<file path="src/rtl/i2s_rx_10xe_if.sv">
// AXI-Stream bundle carrying captured audio samples out of the I2S receiver.
interface i2s_rx_10xe_if #(
    parameter int unsigned DATA_WIDTH = 32,
    parameter int unsigned TID_WIDTH  = 3
);
    logic [DATA_WIDTH-1:0] tdata;
    logic [TID_WIDTH-1:0]  tid;
    logic                  tvalid;
    logic                  tready;

    modport master (output tdata, output tid, output tvalid, input tready);
    modport slave  (input tdata, input tid, input tvalid, output tready);
endinterface

</file>
<file path="src/rtl/i2s_rx_10xe.sv">
// I2S master-mode receiver: generates sclk/lrclk from aud_mclk, deserialises stereo samples
// and streams them out through a small first-word-fall-through FIFO.
module i2s_rx_10xe #(
    parameter int unsigned AXI_STREAM_DATA_WIDTH = 32,
    parameter int unsigned AXI_STREAM_TID_WIDTH  = 3,
    parameter int unsigned SAMPLE_WIDTH          = 24,
    parameter int unsigned FIFO_DEPTH            = 4
) (
    input  logic                       aud_mclk,
    input  logic                       aud_mrst,
    input  logic                       rx_en,
    input  logic [7:0]                 sclk_div,
    input  logic                       ovf_clr,
    output logic                       sclk_out,
    output logic                       lrclk_out,
    input  logic                       sdata_in,
    i2s_rx_10xe_if.master              m_axis_aud,
    output logic                       ovf_flag,
    output logic [$clog2(FIFO_DEPTH):0] fifo_level
);

    localparam int unsigned PtrW = $clog2(FIFO_DEPTH);
    localparam int unsigned LvlW = PtrW + 1;
    localparam int unsigned PadW = AXI_STREAM_DATA_WIDTH - SAMPLE_WIDTH;
    localparam logic [LvlW-1:0] Depth = LvlW'(FIFO_DEPTH);
    localparam logic [4:0] LastSlot = 5'(SAMPLE_WIDTH);

    typedef enum logic [0:0] {StIdle, StRun} state_e;

    state_e                  state_q, state_d;
    logic [7:0]              div_cnt_q, div_cnt_d;
    logic [7:0]              div_q, div_d;
    logic [7:0]              div_eff;
    logic                    sclk_q, sclk_d;
    logic                    lr_q, lr_d;
    logic [4:0]              bit_cnt_q, bit_cnt_d;
    logic [SAMPLE_WIDTH-1:0] shift_q, shift_d;
    logic [SAMPLE_WIDTH-1:0] push_word;
    logic                    push;

    logic [SAMPLE_WIDTH:0]   mem_q [FIFO_DEPTH];
    logic [SAMPLE_WIDTH:0]   rd_word;
    logic [PtrW-1:0]         wr_ptr_q, rd_ptr_q;
    logic [LvlW-1:0]         level_q;
    logic                    ovf_q;
    logic                    tvalid, pop, full, wr_en, ovf_set;

    assign div_eff = (sclk_div == 8'd0) ? 8'd1 : sclk_div;

    // Divider period is latched at each sclk toggle so a new sclk_div never splits a half-period.
    always_comb begin
        state_d   = state_q;
        div_cnt_d = div_cnt_q;
        div_d     = div_q;
        sclk_d    = sclk_q;
        lr_d      = lr_q;
        bit_cnt_d = bit_cnt_q;
        shift_d   = shift_q;
        push      = 1'b0;
        push_word = {shift_q[SAMPLE_WIDTH-2:0], sdata_in};
        unique case (state_q)
            StIdle: begin
                div_cnt_d = '0;
                div_d     = div_eff;
                sclk_d    = 1'b0;
                lr_d      = 1'b0;
                bit_cnt_d = '0;
                shift_d   = '0;
                if (rx_en) state_d = StRun;
            end
            StRun: begin
                if (!rx_en) begin
                    state_d   = StIdle;
                    div_cnt_d = '0;
                    div_d     = div_eff;
                    sclk_d    = 1'b0;
                    lr_d      = 1'b0;
                    bit_cnt_d = '0;
                    shift_d   = '0;
                end else if (div_cnt_q == div_q - 8'd1) begin
                    div_cnt_d = '0;
                    div_d     = div_eff;
                    sclk_d    = ~sclk_q;
                    if (sclk_q) begin
                        bit_cnt_d = bit_cnt_q + 5'd1;
                        if (bit_cnt_q == 5'd31) lr_d = ~lr_q;
                    end else if (bit_cnt_q != 5'd0 && bit_cnt_q <= LastSlot) begin
                        shift_d = push_word;
                        push    = (bit_cnt_q == LastSlot);
                    end
                end else begin
                    div_cnt_d = div_cnt_q + 8'd1;
                end
            end
            default: state_d = StIdle;
        endcase
    end

    always_ff @(posedge aud_mclk or posedge aud_mrst) begin
        if (aud_mrst) begin
            state_q   <= StIdle;
            div_cnt_q <= '0;
            div_q     <= 8'd1;
            sclk_q    <= 1'b0;
            lr_q      <= 1'b0;
            bit_cnt_q <= '0;
            shift_q   <= '0;
        end else begin
            state_q   <= state_d;
            div_cnt_q <= div_cnt_d;
            div_q     <= div_d;
            sclk_q    <= sclk_d;
            lr_q      <= lr_d;
            bit_cnt_q <= bit_cnt_d;
            shift_q   <= shift_d;
        end
    end

    assign sclk_out  = sclk_q;
    assign lrclk_out = lr_q;

    assign tvalid  = (level_q != '0);
    assign pop     = tvalid & m_axis_aud.tready;
    assign full    = (level_q == Depth);
    // A push into a full FIFO still fits when the head leaves in the same cycle.
    assign wr_en   = push & (~full | pop);
    assign ovf_set = push & full & ~pop;
    assign rd_word = mem_q[rd_ptr_q];

    always_ff @(posedge aud_mclk or posedge aud_mrst) begin
        if (aud_mrst) begin
            for (int i = 0; i < FIFO_DEPTH; i++) mem_q[i] <= '0;
            wr_ptr_q <= '0;
            rd_ptr_q <= '0;
            level_q  <= '0;
            ovf_q    <= 1'b0;
        end else begin
            if (wr_en) begin
                mem_q[wr_ptr_q] <= {lr_q, push_word};
                wr_ptr_q        <= wr_ptr_q + 1'b1;
            end
            if (pop) rd_ptr_q <= rd_ptr_q + 1'b1;
            if (wr_en && !pop) begin
                level_q <= level_q + 1'b1;
            end else if (!wr_en && pop) begin
                level_q <= level_q - 1'b1;
            end
            ovf_q <= (ovf_q & ~ovf_clr) | ovf_set;
        end
    end

    assign m_axis_aud.tdata  = {rd_word[SAMPLE_WIDTH-1:0], {PadW{1'b0}}};
    assign m_axis_aud.tid    = {{(AXI_STREAM_TID_WIDTH-1){1'b0}}, rd_word[SAMPLE_WIDTH]};
    assign m_axis_aud.tvalid = tvalid;
    assign ovf_flag          = ovf_q;
    assign fifo_level        = level_q;

endmodule
</file>
<file path="src/flat_wrapper.sv">
// flat-port wrapper written by rule: the top's interface ports become plain ports
module i2s_rx_10xe_flat 
#(
    parameter int unsigned AXI_STREAM_DATA_WIDTH = 32,
    parameter int unsigned AXI_STREAM_TID_WIDTH  = 3,
    parameter int unsigned SAMPLE_WIDTH          = 24,
    parameter int unsigned FIFO_DEPTH            = 4
)
  (aud_mclk, aud_mrst, rx_en, sclk_div, ovf_clr, sclk_out, lrclk_out, sdata_in, ovf_flag, fifo_level, m_axis_aud_tdata, m_axis_aud_tid, m_axis_aud_tvalid, m_axis_aud_tready);
  i2s_rx_10xe_if m_axis_aud_i ();
  input  logic aud_mclk;
  input  logic aud_mrst;
  input  logic rx_en;
  input  logic [7:0] sclk_div;
  input  logic ovf_clr;
  output logic sclk_out;
  output logic lrclk_out;
  input  logic sdata_in;
  output logic ovf_flag;
  output logic [$clog2(FIFO_DEPTH):0] fifo_level;
  output wire logic [$bits(m_axis_aud_i.tdata)-1:0] m_axis_aud_tdata;
  output wire logic [$bits(m_axis_aud_i.tid)-1:0] m_axis_aud_tid;
  output wire logic [$bits(m_axis_aud_i.tvalid)-1:0] m_axis_aud_tvalid;
  input wire logic [$bits(m_axis_aud_i.tready)-1:0] m_axis_aud_tready;
  assign m_axis_aud_tdata = m_axis_aud_i.tdata;
  assign m_axis_aud_tid = m_axis_aud_i.tid;
  assign m_axis_aud_tvalid = m_axis_aud_i.tvalid;
  assign m_axis_aud_i.tready = m_axis_aud_tready;
  i2s_rx_10xe #(.AXI_STREAM_DATA_WIDTH(AXI_STREAM_DATA_WIDTH), .AXI_STREAM_TID_WIDTH(AXI_STREAM_TID_WIDTH), .SAMPLE_WIDTH(SAMPLE_WIDTH), .FIFO_DEPTH(FIFO_DEPTH)) u_core (.aud_mclk(aud_mclk), .aud_mrst(aud_mrst), .rx_en(rx_en), .sclk_div(sclk_div), .ovf_clr(ovf_clr), .sclk_out(sclk_out), .lrclk_out(lrclk_out), .sdata_in(sdata_in), .m_axis_aud(m_axis_aud_i), .ovf_flag(ovf_flag), .fifo_level(fifo_level));
endmodule
</file>
<file path="config.mk">
export PLATFORM = sky130hd
export DESIGN_NAME = i2s_rx_10xe_flat
export DESIGN_NICKNAME = d
export VERILOG_FILES = /design/src/rtl/i2s_rx_10xe_if.sv /design/src/rtl/i2s_rx_10xe.sv /design/src/flat_wrapper.sv
export SDC_FILE = /design/constraint.sdc
export NUM_CORES = 1
export LEC_CHECK = 0
export BUFFER_PORTS_ARGS = -buffer_cell sky130_fd_sc_hd__buf_2
export CORE_MARGIN = 5
export CORE_UTILIZATION = 45
export DETAILED_ROUTE_END_ITERATION = 7
export PLACE_DENSITY = 0.73
export SLEW_MARGIN = 10
export SYNTH_ARGS = -nofsm -noshare
export SYNTH_HDL_FRONTEND = slang
export SYNTH_SLANG_ARGS = --single-unit
</file>
<file path="constraint.sdc">
create_clock -name aud_mclk -period 5.34 [get_ports aud_mclk]
set_clock_uncertainty 0.2 [all_clocks]
set_input_delay 0.534 -clock aud_mclk [delete_from_list [all_inputs] [get_ports aud_mclk]]
set_output_delay 0.534 -clock aud_mclk [all_outputs]
set_load 0.005 [all_outputs]
</file>
# --- Word level (Yosys, flattened, before mapping) ---
# Cells that the tools add are included.
op_classes:
  addsub: 7
  magnitude_cmp: 4
  eq_ne: 9
  muxes: 38
  bitwise: 15
  n_reduce_logical: 13
op_table:
  columns: ["cell", "n"]
  rows:
  - ["$bwmux 100", 1]
  - ["$mux 23", 4]
  - ["$mux 25", 3]
  - ["$bmux 25 s2", 1]
  - ["$demux 25 s2", 1]
  - ["$pmux 23 s2", 1]
  - ["$mux 8", 5]
  - ["$pmux 8 s2", 2]
  - ["$mux 5", 3]
  - ["$ne 3x3->1 const B", 5]
  - ["$mux 1", 12]
  - ["$eq 5x5->1 const B", 2]
  - ["$pmux 5 s2", 1]
  - ["$add 8x1->8 const B", 1]
  - ["$eq 8x8->1", 1]
  - ["$logic_not 8->1", 1]
  - ["$sub 8x1->8 const B", 1]
  - ["$ge 3x3->1 const B", 2]
  - ["$mux 3", 2]
  - ["$not 1->1", 6]
  - ["$not 2->3", 2]
  - ["$reduce_and 3->1", 2]
  - ["$add 5x1->5 const B", 1]
  - ["$and 1x1->1", 5]
  - ["14 further kinds", 21]
totals:
  ff_bits: 155
  inputBits: 14
  out_inout_bits: 42
  wordCells: 101

# --- Longest topological paths before layout ---
logic_depth:
  depth_word: 12
  depth_mapped: 14
  ltp_nobuf: 13

# --- Worst setup path after synthesis ---
# Ideal clock, no wire load.
synth_timing:
  path_type: "reg-to-reg"
  start: "register u_core.div_q[0]"
  end: "register u_core.level_q[2] (netlist: u_core.fifo_level[2])"
  setup_time_ns: 0.079
  t_arrival_ns: 3.281
  required_time_ns: 5.061
  slack_ns: 1.779
  stages_incl_launch_ff: 15
  path_buffers: 1
  synth_period_minus_slack_ns: 3.561
  path_cell_list: "dfstp_2 > inv_1 > ha_1 > or3b_4 > a211oi_4 > o211ai_4 > a211oi_1 > clkbuf_1 > and2_1 > ha_1 > inv_1 > fa_1 > xor2_1 > nor2_1 > xor2_1"
synth_via:
  elab_chain_cells: 9
  word_cells_on_any_way: 11
  classes_between: "add/sub (1); eq/ne (1); mux (4); bitwise (1); reduce/logical (4)"
synth_lines:
  columns: ["element", "line_no", "source"]
  rows:
  - ["from (decl)", "i2s_rx_10xe.sv:32", "logic [7:0] div_q, div_d;"]
  - ["from (signal assigned)", "i2s_rx_10xe.sv:111", "div_q <= div_d;"]
  - ["$sub 8x1->8 *", "i2s_rx_10xe.sv:80", "end else if (div_cnt_q == div_q - 8'd1) begin"]
  - ["$eq 8x8->1 *", "i2s_rx_10xe.sv:80", null]
  - ["$mux 1 *", "i2s_rx_10xe.sv:80", null]
  - ["$mux 1 *", "i2s_rx_10xe.sv:72", "if (!rx_en) begin"]
  - ["$mux 1 *", "i2s_rx_10xe.sv:61", "unique case (state_q)"]
  - ["$and 1x1->1 *", "i2s_rx_10xe.sv:126", "assign wr_en = push & (~full | pop);"]
  - ["named net u_core.wr_en", "i2s_rx_10xe.sv:46", "logic tvalid, pop, full, wr_en, ovf_set;"]
  - ["$logic_not 1->1", "i2s_rx_10xe.sv:145", "end else if (!wr_en && pop) begin"]
  - ["$logic_and 1x1->1", "i2s_rx_10xe.sv:145", null]
  - ["$reduce_bool 2->1 (no line)", null, null]
  - ["to (signal assigned)", "i2s_rx_10xe.sv:144", "level_q <= level_q + 1'b1;"]
  - ["to (signal assigned)", "i2s_rx_10xe.sv:146", "level_q <= level_q - 1'b1;"]
  - ["to (decl)", "i2s_rx_10xe.sv:44", "logic [LvlW-1:0] level_q;"]
# Mark *: on every way through the listed nets, which the timed path passes. The rest lies on a longest branch.
# A chain may end at the register's enable or synchronous reset.

# --- Worst setup path in the final report ---
# Same ends and word-level chain as after synthesis.

==> parameters.txt <==
Parameter                              Value

Job
  Maximum Capacitance Violations    0

Detailed routing
  Pre-Repair DR Iteration Count    6
  Remaining DRCs    0
  Initial DRC count    between 200 and 300
  DR vias    4789
  Vias per Instance    between 5 and 6
  ANT nets after route    0
  Routed wirelength normalized by instance count    18.6 microns
  Total wire length    15700 microns

Timing
  Final-layout setup total negative slack    0 ps
  Period Utilization, post-route    77.9%
  Max_slew headroom    16.6%
  Transition time at the pin with the least slew margin    roughly 1200 ps
  Setup repair after global routing missed its margin    false
  Max-slew violation count    0
  Final number of hold-violating endpoints    0
  Minimum hold slack    67.2 ps
  Post-layout min period    4160 ps
  Final count of negative-setup-slack endpoints    0
  Achievable Freq    about 240 MHz

Cells and area
  Number of fill cells in the layout    ~1500
  Final #Nets    633
  Diodes inserted    0
  Final instance area    0.00865 sq mm
  Layout-stage area growth over the synthesis result    11.7%
  Fraction of layout cells with a size suffix above 1    a little over a quarter

Yosys
  Biggest area contributors in the synthesized netlist    sky130_fd_sc_hd__dfrtp_1 (50%), sky130_fd_sc_hd__mux2_1 (8.7%), sky130_fd_sc_hd__mux4_2 (7.3%)
  Synthesized instance count    576
  Synth Area in Simple Gates    7.66%
  Yosys warning total    0
  Dominant combinational cell family by area after synthesis    multiplexers
  Share of cell area taken by muxes after synthesis    roughly 27%
  Count of unique library cells instantiated by Yosys    56
  Biggest area consumer among synthesized cells    sky130_fd_sc_hd__dfrtp_1
  Number of register bits inferred by synthesis    155
  Netlist area before placement    ~0.0077 sq mm
  Area share of the largest cell type after synthesis    49.8%
  Sequential-to-total area share from yosys stat    50.1%
  Synthesized area per cell    ~13 sq um
  Fraction of the mapped netlist area in compound gates    6.51%
  Synthesized-area fraction occupied by xor and xnor cells    2.15%
  Adder-Cell Fraction of Synth Area    under 10%

Floorplan
  Standard-cell row count    48
  Placeable core region    0.0171 sq mm
  Total die area    0.0199 sq mm
  Top-Level Pins    56
  Die X-Extent    141 microns
  Initial cell density of the core    45.2%
  Vertical die dimension    141 microns

Clocking
  CTS tree    built
  Worst-skew pair later-pin latency    420 ps
  Clock Sink Count    155
  Deepest level of the CTS H-tree    4
  Clock slew at the register clock pins of the worst setup and hold paths    60 ps
  Number of buffers created by CTS    17
  Hold-fix buffers, CTS    0
  Master cell of the clock root buffer    sky130_fd_sc_hd__clkbuf_16
  Number of cells upsized or downsized after cts    0
  Post-CTS setup-driven buffer insertion count    0
  Maximum buffer depth of the clock tree    2

Status
  Status    complete, no violations

Worst setup path
  Worst path max stage delay    820 ps
  Max stage delay cell, worst path    sky130_fd_sc_hd__o211ai_1
  Cell count of the worst reg-to-reg path    13
  Critical Path Sink Type    flop
  Data required, critical path    5460 ps
  Arrival time of the worst setup path    4280 ps
  Crit path max fanout    18
  Element type at the critical path start    flop
  Cells along the critical path    inv_1 -> ha_1 -> o211ai_1 -> nor2_2 -> a211oi_1 -> buf_4 -> and2_1 -> ha_1 -> inv_1 -> fa_1 -> xor2_1 -> nor2_1 -> xor2_1
  Setup CP Type    flop to flop

Pwr
  Static Leak    4.23 nW
  Pwr Density    294 mW/mm^2
  Peak supply drop    0.186 mV

Global routing
  Largest net degree at the start of global routing    124
  Total global routing overflow    0
  Antenna violations before repair    0
  Via count of the first global-routing pass    around 5200
  First-pass GRT wire length    26600 microns
  Gr usage total    approximately 17%

Placed design
  Gpl congestion    roughly 0.74
  Post-detail-place hpwl    10200 microns
  PortBufs    45
  Placed Area    0.00807 sq mm

Worst hold path
  Hold/Removal Path Class    primary input to flop
  WHS Path Cells    1
[critical path, delay by kind of cell (launching register included)]
family	cells	cell delay, ps
compound gates	2	1110
fa+ha+maj	3	830
simple gates	3	650
flops	1	570
buf+inv	3	360
xor+xnor	2	350
[metal layers]
layer  global-route usage, %  vias to the layer above  share of wire [%]
li1                        -                     2155                  -
met1                    21.5                     2479                 43
met2                    27.8                      130                 52
met3                    3.93                       25                4.3
met4                    4.74                        0                1.3
met5                       0                        -                  0
[power breakdown]
group	internal, W	leakage, nW	switching, W	total [W]
clock	0.000714	0.277	0.000476	0.00119
combinational	0.0000384	1.82	0.000107	0.000145
sequential	0.00119	2.13	0.0000197	0.00121
total	0.00194	4.23	0.000602	0.00254
[layout by cell type (no fill, tap or decap), drive strengths merged, types with 9 or more instances in the layout]
| cell | n |
|---|---|
| nand3 | 12 |
| dfrtp | 154 |
| a2111o | 9 |
| xnor2 | 9 |
| nand2 | 54 |
| buf | 52 |
| clkbuf | 22 |
| mux2i | 30 |
| inv | 20 |
| conb | 10 |
| nor3 | 13 |
| or3 | 10 |
| mux2 | 102 |
| ha | 10 |
| xor2 | 10 |
| mux4 | 25 |
[cell type report]
type                       count  area (sq um)  area share (%)
clock buffer                  22           464            5.37
clock inverter                10           115            1.33
sequential                   155          3880            44.9
tap                          225           282            3.25
multi-input combinational    364          3530            40.9
inverter                      18          72.6           0.839
timing repair buffer          52           303            3.50
[path summary, 6_finish.rpt]
| kind | from | end | slack [ps] |
|---|---|---|---|
| worst max register to register | u_core.div_q[0] | u_core.fifo_level[2] | 1180 |
| min in group asynchronous | aud_mrst | u_core.mem_q[22] | 170 |
| worst min register to register | u_core.mem_q[57] | u_core.mem_q[57] | 280 |
| max in group asynchronous | aud_mrst | u_core.rd_ptr_q[1] | 3640 |
| worst min-delay path | rx_en | u_core.state_q | 70 |
| worst max-delay path | u_core.div_q[0] | u_core.fifo_level[2] | 1180 |
[registers in the layout, summed over array words and instances (netlist names), 2 cells and up]
register / count
u_core.div_q: 8
u_core.div_cnt_q: 8
u_core.mem_q: 100
u_core.rd_ptr_q: 2
u_core.shift_q: 23
u_core.bit_cnt_q: 5
u_core.wr_ptr_q: 2
u_core.fifo_level: 3
[cell usage after synthesis, drive strengths merged]
cell,instances
nand3b,1
nand2b,5
a31o,1
ha,10
nand2,54
o21ai,2
a41o,1
nor4b,1
nor4,3
and2,2
nand3,12
fa,1
nor3,13
a31oi,8
a2111o,9
xnor2,9
or4,1
o311ai,1
nor3b,2
and3b,1
a211oi,4
xor2,10
dfstp,1
nor2,4
inv,18
or2,2
mux4,25
o211ai,2
buf,30
o2111a,1
o311a,1
a32o,1
mux2i,30
a2111oi,8
conb,1
and3,4
mux2,102
dfrtp,154
clkbuf,18
or3b,1
a221o,1
o32ai,8
nand4,3
or3,10
[logic make-up after synthesis]
kind of cell,after synthesis
buffers and inverters,66
flip-flops,155
AO/OA/AOI/OAI,48
multiplexers,157
other,1
AND/OR/NAND/NOR,119
XOR/XNOR,19
adder cells (fa/ha/maj),11
[stage by stage]
stage               utilization [%]  setup slack (ps)  instances  power, W
floorplan                         -               430        585   0.00134
global placement               47.2              1470        814   0.00136
detailed placement             47.2              1290        814   0.00137
CTS                            50.5              1240        846   0.00256
global route                   50.5              1010        846   0.00262
finish                         50.5              1180        846   0.00254
Power figures use the tool's default switching activity.
